--- src/rtl/i2c_master.sv ---
// Single-master I2C register read/write engine driving open-drain SCL/SDA enables.
// Latency 4*(DIV+1) cycles per bit slot plus stretch; start is ignored while busy.
module i2c_master #(
  parameter int DIV = 124
) (
  input  logic       clk,
  input  logic       rst,
  input  logic       start,
  input  logic       rw,
  input  logic [6:0] slave_addr,
  input  logic [7:0] reg_addr,
  input  logic [7:0] wdata,
  output logic       busy,
  output logic       done,
  output logic       ack_err,
  output logic [7:0] rdata,
  output logic       scl_oe,
  output logic       sda_oe,
  input  logic       scl_i,
  input  logic       sda_i
);

  localparam int QW = (DIV > 0) ? $clog2(DIV + 1) : 1;
  localparam logic [QW-1:0] QMAX = QW'(DIV);

  typedef enum logic [3:0] {
    S_IDLE, S_START, S_ADDR_W, S_REG, S_DATA, S_RSTART,
    S_ADDR_R, S_READ, S_MNACK, S_ACK, S_STOP
  } state_t;

  state_t state, state_nxt, ack_src;

  logic          rw_q;
  logic [6:0]    addr_q;
  logic [7:0]    reg_q;
  logic [7:0]    wdata_q;
  logic [QW-1:0] qcnt;
  logic [1:0]    q;
  logic [2:0]    bcnt;
  logic          smp;
  logic [7:0]    rsh;
  logic [7:0]    tx_byte;
  logic          tx_bit;
  logic          hold;
  logic          tick;
  logic          slot_end;

  // The quarter counter freezes at the start of Q2 while a target stretches SCL.
  assign hold     = (state != S_IDLE) && (q == 2'd2) && (qcnt == '0) && !scl_i;
  assign tick     = (qcnt == QMAX) && !hold;
  assign slot_end = tick && (q == 2'd3);
  assign busy     = (state != S_IDLE);

  always_comb begin
    tx_byte = 8'h00;
    case (state)
      S_ADDR_W: tx_byte = {addr_q, 1'b0};
      S_REG:    tx_byte = reg_q;
      S_DATA:   tx_byte = wdata_q;
      S_ADDR_R: tx_byte = {addr_q, 1'b1};
      default:  tx_byte = 8'h00;
    endcase
    tx_bit = tx_byte[~bcnt];
  end

  always_ff @(posedge clk) begin
    if (rst) state <= S_IDLE;
    else     state <= state_nxt;
  end

  always_comb begin
    state_nxt = state;
    scl_oe    = 1'b0;
    sda_oe    = 1'b0;
    case (state)
      S_IDLE: if (start) state_nxt = S_START;
      S_START: begin
        sda_oe = q[1];
        if (slot_end) state_nxt = S_ADDR_W;
      end
      S_RSTART: begin
        scl_oe = (q == 2'd0);
        sda_oe = q[1];
        if (slot_end) state_nxt = S_ADDR_R;
      end
      S_ADDR_W, S_REG, S_DATA, S_ADDR_R: begin
        scl_oe = ~q[1];
        sda_oe = ~tx_bit;
        if (slot_end && bcnt == 3'd7) state_nxt = S_ACK;
      end
      S_READ: begin
        scl_oe = ~q[1];
        if (slot_end && bcnt == 3'd7) state_nxt = S_MNACK;
      end
      S_ACK: begin
        scl_oe = ~q[1];
        if (slot_end) begin
          if (smp) state_nxt = S_STOP;
          else begin
            case (ack_src)
              S_ADDR_W: state_nxt = S_REG;
              S_REG:    state_nxt = rw_q ? S_RSTART : S_DATA;
              S_ADDR_R: state_nxt = S_READ;
              default:  state_nxt = S_STOP;
            endcase
          end
        end
      end
      S_MNACK: begin
        scl_oe = ~q[1];
        if (slot_end) state_nxt = S_STOP;
      end
      S_STOP: begin
        scl_oe = (q == 2'd0);
        sda_oe = (q != 2'd3);
        if (slot_end) state_nxt = S_IDLE;
      end
      default: state_nxt = S_IDLE;
    endcase
  end

  always_ff @(posedge clk) begin
    if (rst) begin
      rw_q    <= 1'b0;
      addr_q  <= 7'h00;
      reg_q   <= 8'h00;
      wdata_q <= 8'h00;
      qcnt    <= '0;
      q       <= 2'd0;
      bcnt    <= 3'd0;
      smp     <= 1'b0;
      rsh     <= 8'h00;
      ack_src <= S_IDLE;
      done    <= 1'b0;
      ack_err <= 1'b0;
      rdata   <= 8'h00;
    end else begin
      done <= 1'b0;
      if (state == S_IDLE) begin
        qcnt <= '0;
        q    <= 2'd0;
        bcnt <= 3'd0;
        if (start) begin
          rw_q    <= rw;
          addr_q  <= slave_addr;
          reg_q   <= reg_addr;
          wdata_q <= wdata;
          ack_err <= 1'b0;
        end
      end else begin
        if (!hold) qcnt <= (qcnt == QMAX) ? '0 : qcnt + QW'(1);
        if (tick) q <= q + 2'd1;
        if (tick && q == 2'd2) begin
          smp <= sda_i;
          if (state == S_READ) rsh <= {rsh[6:0], sda_i};
        end
        if (state_nxt == S_ACK && state != S_ACK) ack_src <= state;
        if (slot_end) begin
          if (state inside {S_ADDR_W, S_REG, S_DATA, S_ADDR_R, S_READ}) bcnt <= bcnt + 3'd1;
          if (state == S_ACK && smp) ack_err <= 1'b1;
          if (state == S_STOP) begin
            done <= 1'b1;
            if (rw_q && !ack_err) rdata <= rsh;
          end
        end
      end
    end
  end

endmodule

--- config.mk ---
export PLATFORM = sky130hd
export DESIGN_NAME = i2c_master
export DESIGN_NICKNAME = d
export VERILOG_FILES = /design/src/rtl/i2c_master.sv
export SDC_FILE = /design/constraint.sdc
export NUM_CORES = 1
export LEC_CHECK = 0
export BUFFER_PORTS_ARGS = -buffer_cell sky130_fd_sc_hd__clkbuf_2
export CELL_PAD_IN_SITES_DETAIL_PLACEMENT = 1
export CELL_PAD_IN_SITES_GLOBAL_PLACEMENT = 2
export CORE_MARGIN = 2
export CORE_UTILIZATION = 33
export CTS_CLUSTER_SIZE = 16
export DETAILED_ROUTE_END_ITERATION = 6
export MAX_ROUTING_LAYER = met4
export PLACE_DENSITY_LB_ADDON = 0.1
export SLEW_MARGIN = 30
export SYNTH_ARGS = -nofsm -noshare
export SYNTH_HDL_FRONTEND = slang
export SYNTH_SLANG_ARGS = --single-unit
export TNS_END_PERCENT = 20
--- constraint.sdc ---
create_clock -name clk -period 3.35 [get_ports clk]
set_clock_uncertainty 0.05 [all_clocks]
set_input_delay 0.335 -clock clk [delete_from_list [all_inputs] [get_ports clk]]
set_output_delay 0.335 -clock clk [all_outputs]
set_load 0.03 [all_outputs]
# ---- Yosys cells after proc, flatten, opt, wreduce, memory -nomap -nowiden
# Cells that the tools add are included.
dict set report classes {
  add_sub_neg 3
  n_lt_le_gt_ge 1
  eq_ne 21
  n_mux 23
  bitwise_logic 5
  reduce_logical 33
}
# cell n
set ops {}
lappend ops {{4-bit 2-to-1 mux} 9}
lappend ops {{4-bit one-hot mux with 8 select lines} 1}
lappend ops {{8-bit one-hot mux with 4 select lines} 1}
lappend ops {{4-bit by 3-bit == test with 1-bit output (second input constant)} 5}
lappend ops {{4-bit by 2-bit == test with 1-bit output (second input constant)} 4}
lappend ops {{4-bit == test (second input constant)} 4}
lappend ops {{4-bit one-hot mux with 3 select lines} 1}
lappend ops {{1-bit logical AND} 10}
lappend ops {{2-bit AND reduction} 4}
lappend ops {{7-bit by 1-bit adder with 7-bit output (second input constant)} 1}
lappend ops {{7-bit == test (second input constant)} 1}
lappend ops {{7-bit logical NOT} 1}
lappend ops {{1-bit 2-to-1 mux} 7}
lappend ops {{7-bit 2-to-1 mux} 1}
lappend ops {{7-bit OR reduction} 1}
lappend ops {{3-bit AND reduction} 2}
lappend ops {{2-bit OR reduction} 3}
lappend ops {{5-bit nonzero test} 1}
lappend ops {{2-bit == test (second input constant)} 2}
lappend ops {{4-bit by 1-bit == test with 1-bit output (second input constant)} 1}
lappend ops {{4-bit logical NOT} 1}
lappend ops {{3-bit by 4-bit less-than comparator with 1-bit output (second input constant)} 1}
lappend ops {{2-bit != test (second input constant)} 2}
lappend ops {{4-bit != test (second input constant)} 1}
lappend ops {{15 further kinds} 21}
dict set report totals {
  regBits 63
  inputBits 29
  out_inout_bits 13
  elab_cells 100
}

# ---- Longest topological paths before layout
dict set report logic_depth {
  depth_word 13
  depth_mapped 8
  ltp_nobuf 7
}

# ---- Worst setup path before layout
# No wires, ideal clock.
dict set report synth_timing {
  kind {register -> output}
  startpoint {register state[1]}
  endpoint {output scl_oe}
  t_arrival_ps 1972
  required_ps 2965
  path_slack_ps 993
  path_stages_with_launch 8
  n_path_buf 3
  cell_sequence {dfxtp_1 -> clkbuf_1 -> clkbuf_1 -> clkbuf_1 -> nand2_1 -> nor2_1 -> a21oi_1 -> o21ai_0}
}
dict set report synth_between {
  elab_chain_len 3
  elab_cells_between_ends 12
  classes_between {eq/ne (9); mux (1); reduce/logical (2)}
}
# item line_no
set synth_rtl {}
lappend synth_rtl {{start, declared} 31} ;# state_t state, state_nxt, ack_src;
lappend synth_rtl {{start signal, assigned} 68} ;# else state <= state_nxt;
lappend synth_rtl {{4-bit by 3-bit == test with 1-bit output, or another cell as far along} 75} ;# case (state)
lappend synth_rtl {{7-bit OR reduction (no line) or 2-bit OR reduction (tied branches)} n/a}
lappend synth_rtl {{1-bit one-hot mux with 2 select lines *} 75}
lappend synth_rtl {{end, declared} 17} ;# output logic scl_oe,
# Every way passes the cells marked *; elsewhere a longest branch is shown, timed or not.

# ---- Worst setup path after layout
dict set report layout_timing {
  startpoint {register state[1]}
  endpoint {output sda_oe}
}
dict set report layout_between {
  elab_chain_len 6
  elab_cells_between_ends 14
  classes_between {eq/ne (7); mux (4); bitwise (1); reduce/logical (2)}
}
# item line_no
set layout_rtl {}
lappend layout_rtl {{4-bit by 3-bit == test with 1-bit output or 4-bit by 2-bit == test with 1-bit output (tied branches)} {56, 75}}
lappend layout_rtl {{8-bit one-hot mux with 4 select lines} 56} ;# case (state)
lappend layout_rtl {{1-bit binary-select mux with 3-bit select} 63} ;# tx_bit = tx_byte[~bcnt];
lappend layout_rtl {{1-bit 2-to-1 mux (implied by the code)} 63}
lappend layout_rtl {{1-bit NOT} 88} ;# sda_oe = ~tx_bit;
lappend layout_rtl {{1-bit one-hot mux with 3 select lines *} 75}
lappend layout_rtl {{end, declared} 18} ;# output logic sda_oe,
# Every way passes the cells marked *; elsewhere a longest branch is shown, timed or not. The select of a mux whose other input is x is not followed.

==> impl_results.md <==
* Status: completed
* Max-cap violations at 0
* Seq cells post-synth at 63
* Gp weighted congestion at 0.783
* Sequential power share at 0.475
* Top cell type's share of synthesized area at 0.430
* Placed cells at about 500
* Warnings, synthesis at 0
* Core footprint at about 8700 um^2
* Achievable frequency at between 0.3 and 0.4 GHz
* H-Tree Depth at 3
* Total I/O pin count at 42
* Synth Flop Type: dfxtp_1
* Initial antenna violation count at 0
* Root Driver: clkbuf_8
* CTS Buffer Depth at 2
* Die Area at about 9700 um^2
* FFs w/ async S/R, synth at 0
* Worst Path Required at approximately 3.0 ns
* Wirelength per Cell at approximately 15 um
* Post-Route WL at ~7500 um
* CTS tree: built
* Hold Crit Depth at 3
* Syn_nets at 402
* Mapped Cells at roughly 370
* Port bufs at 41
* Final std cells w/o fill at roughly 510
* Met3 WL at 219 um
* Initial drt markers at 108
* Post-DP HPWL at about 5300 um
* Die X-Extent at between 90 and 100 um
* Via count at roughly 2.6k
* Layout cell share with drive strength beyond 1 at 0.179
* Clock transition at the registers of the reported paths at 0.07 ns
* Antenna viol nets, final at 0
* Max layer used: met4
* Final setup TNS at 0 ns
* DR WL met2 at 3060 um
* DRC viols at 0
* NetSw at between 300 and 400 uW
* Maximum VDD drop at ~0.2 mV
* Largest net degree at the start of global routing at 49
* Row cnt at 34
* Top cells by area, synth: dfxtp_1 43%, nand2_1 10%, a21oi_1 7.8%, mux2i_1 5.1%, nor2_1 3.7%
* Post-CTS sizing at 0
* Nets at about 430
* Leakage at 1.30 nW
* Slew margin rel. at 0.514
* Antenna cells at 0
* First-pass GRT wire length at approximately 13000 um
* Vias in the first global route at approximately 2.5k
* EDFF count, synth at 0
* Initial Util at 0.338
* Distinct cells, synth at 50
* GRT Util Overall at 0.170
* Via-per-instance ratio at roughly 5
* Count leader, synth: nand2_1
* Worst hold slack at approximately 0.15 ns
* CP Launch Type: register
* RSZ-0062 raised after global routing: no
* Top cells by count, synth: 81 x nand2_1, 63 x dfxtp_1, 46 x a21oi_1
* Register area share after synthesis at 0.430
* Clock share of power at 0.468
* Hold_sp: wdata[1]
* Max FO, Critical Path at 20
* Clk_lat worst skew at 0.35 ns
* Worst r2r dst: rdata[5]
* Final min period at 2.80 ns
* Min-Delay Path Class: input port to register
* Mapped Area at roughly 2900 um^2
* Final period util at 0.835
* P_int at around 1.3 mW
* Reg2Reg Depth at 6
* Switching share of power at 0.235
* Syn avg cell area at around 8 um^2
* R2r setup slk at 0.81 ns
* Critical R2R Launch: q[1]
* Synth area leader: dfxtp_1
* Cts hold-fix bufs at 0
* Endpoint class of the critical path: primary output
* Power share of the combinational group at 0.057
* Gr ovfl total at 0
* Endpoints failing setup at 0
* Slew Viols, Final at 0
* Post-CTS Setup Bufs at 0
* Die H at ~98 um
* Final Hold Fails at 0
* Pwr dens at roughly 480 nW/um^2
* Data arrival, critical path at approximately 2.4 ns
* Pre-antenna DRT Iters at 4
* Cts bufs inserted at 9
* Synth-to-layout area growth at 17.2%
* Number of clock sinks at 63
* WHS Endpoint: wdata_q[1]
* Met1 wire length at slightly above 4000 um
* Measured slew at the worst slew-check pin at slightly above 0.7 ns
* CP Class: register to primary output
==> stage by stage <==
step | worst slack, ns | cell area, um^2 | power, mW | utilization
2_1_floorplan | 0.993 | 2940 | 0.857 | -
3_3_place_gp | 0.861 | 3210 | 0.897 | 0.370
3_5_place_dp | 0.777 | 3210 | 0.899 | 0.370
4_1_cts | 0.532 | 3440 | 1.68 | 0.396
5_1_grt | 0.342 | 3440 | 1.73 | 0.396
6_report | 0.552 | 3440 | 1.65 | 0.396
==> power by group through the flow <==
stage,combinational [mW],clock [mW],sequential (mW)
after detailed placement,0.0968,0,0.802
after floorplan,0.0626,0,0.794
final,0.0944,0.773,0.784
after global routing,0.108,0.831,0.787
after global placement,0.0954,0,0.802
after CTS,0.0974,0.803,0.784
==> worst max-delay path, stage by stage (launching register included) <==
cell      delay [ns]
dfxtp_1         0.70
and4bb_1        0.45
a21boi_0        0.14
a221oi_1        0.31
a311o_1         0.17
nand3_1         0.09
clkbuf_2        0.20
==> sequential cells by signal, summed over array words and instances, names as in the netlist, 4 cells and up <==
name,flops
rdata,8
reg_q,8
rsh,8
wdata_q,8
addr_q,7
qcnt,7
ack_src,4
state,4
==> worst max path at each step <==
stage	depth (start not counted)	endpoint	from
floorplan	7	scl_oe	state[1]
global placement	6	rdata[6]	q[1]
detailed placement	6	rdata[5]	q[1]
CTS	6	sda_oe	state[1]
global route	6	sda_oe	state[1]
finish	6	sda_oe	state[1]
==> layout make-up <==
cell class,instances,area (um^2)
Inverter,11,41.3
Sequential cell,63,1260
Multi-Input combinational cell,268,1540
Fill cell,1098,5240
Clock buffer,11,151
Tap cell,108,135
Clock inverter,5,80.1
Timing Repair Buffer,45,235
==> placed cells by master (no fill, tap or decap), types with 2 or more instances in the layout <==
cell type	count
nor2_1	29
a221oi_1	2
clkbuf_8	11
clkinvlp_4	2
o21bai_1	2
dfxtp_1	63
xnor2_1	4
nor3_1	2
nand3b_1	5
mux2i_1	15
and2_1	2
o21ai_0	10
and3_1	3
a31oi_1	6
a21o_1	3
a21oi_1	46
or2_2	2
buf_4	4
nand4_1	2
nand2b_1	5
inv_1	9
ha_1	7
nand2_1	81
a21bo_2	2
xor2_1	3
nor3_2	2
nor4_1	3
nor2b_1	2
a211o_1	2
o311ai_0	2
nand3_1	9
bufinv_16	2
clkbuf_2	41
==> routing by layer <==
| metal | up-vias | global-route usage |
|---|---|---|
| met3 | 14 | 0.0365 |
| met4 | 0 | 0.0601 |
| met1 | 1226 | 0.253 |
| li1 | 1308 | - |
| met2 | 37 | 0.222 |
| met5 | - | - |
==> cell families (layout without fill, tap and decap cells) <==
| logic type | after synthesis | in the layout | share of synthesized area |
|---|---|---|---|
| buf+inv | 35 | 72 | 0.0473 |
| fa+ha+maj | 7 | 7 | 0.0298 |
| compound gates | 83 | 83 | 0.169 |
| simple gates | 155 | 155 | 0.248 |
| flops | 63 | 63 | 0.430 |
| mux | 16 | 16 | 0.0550 |
| xor+xnor | 7 | 7 | 0.0209 |
No activity file was read; power rests on OpenSTA's default activity.
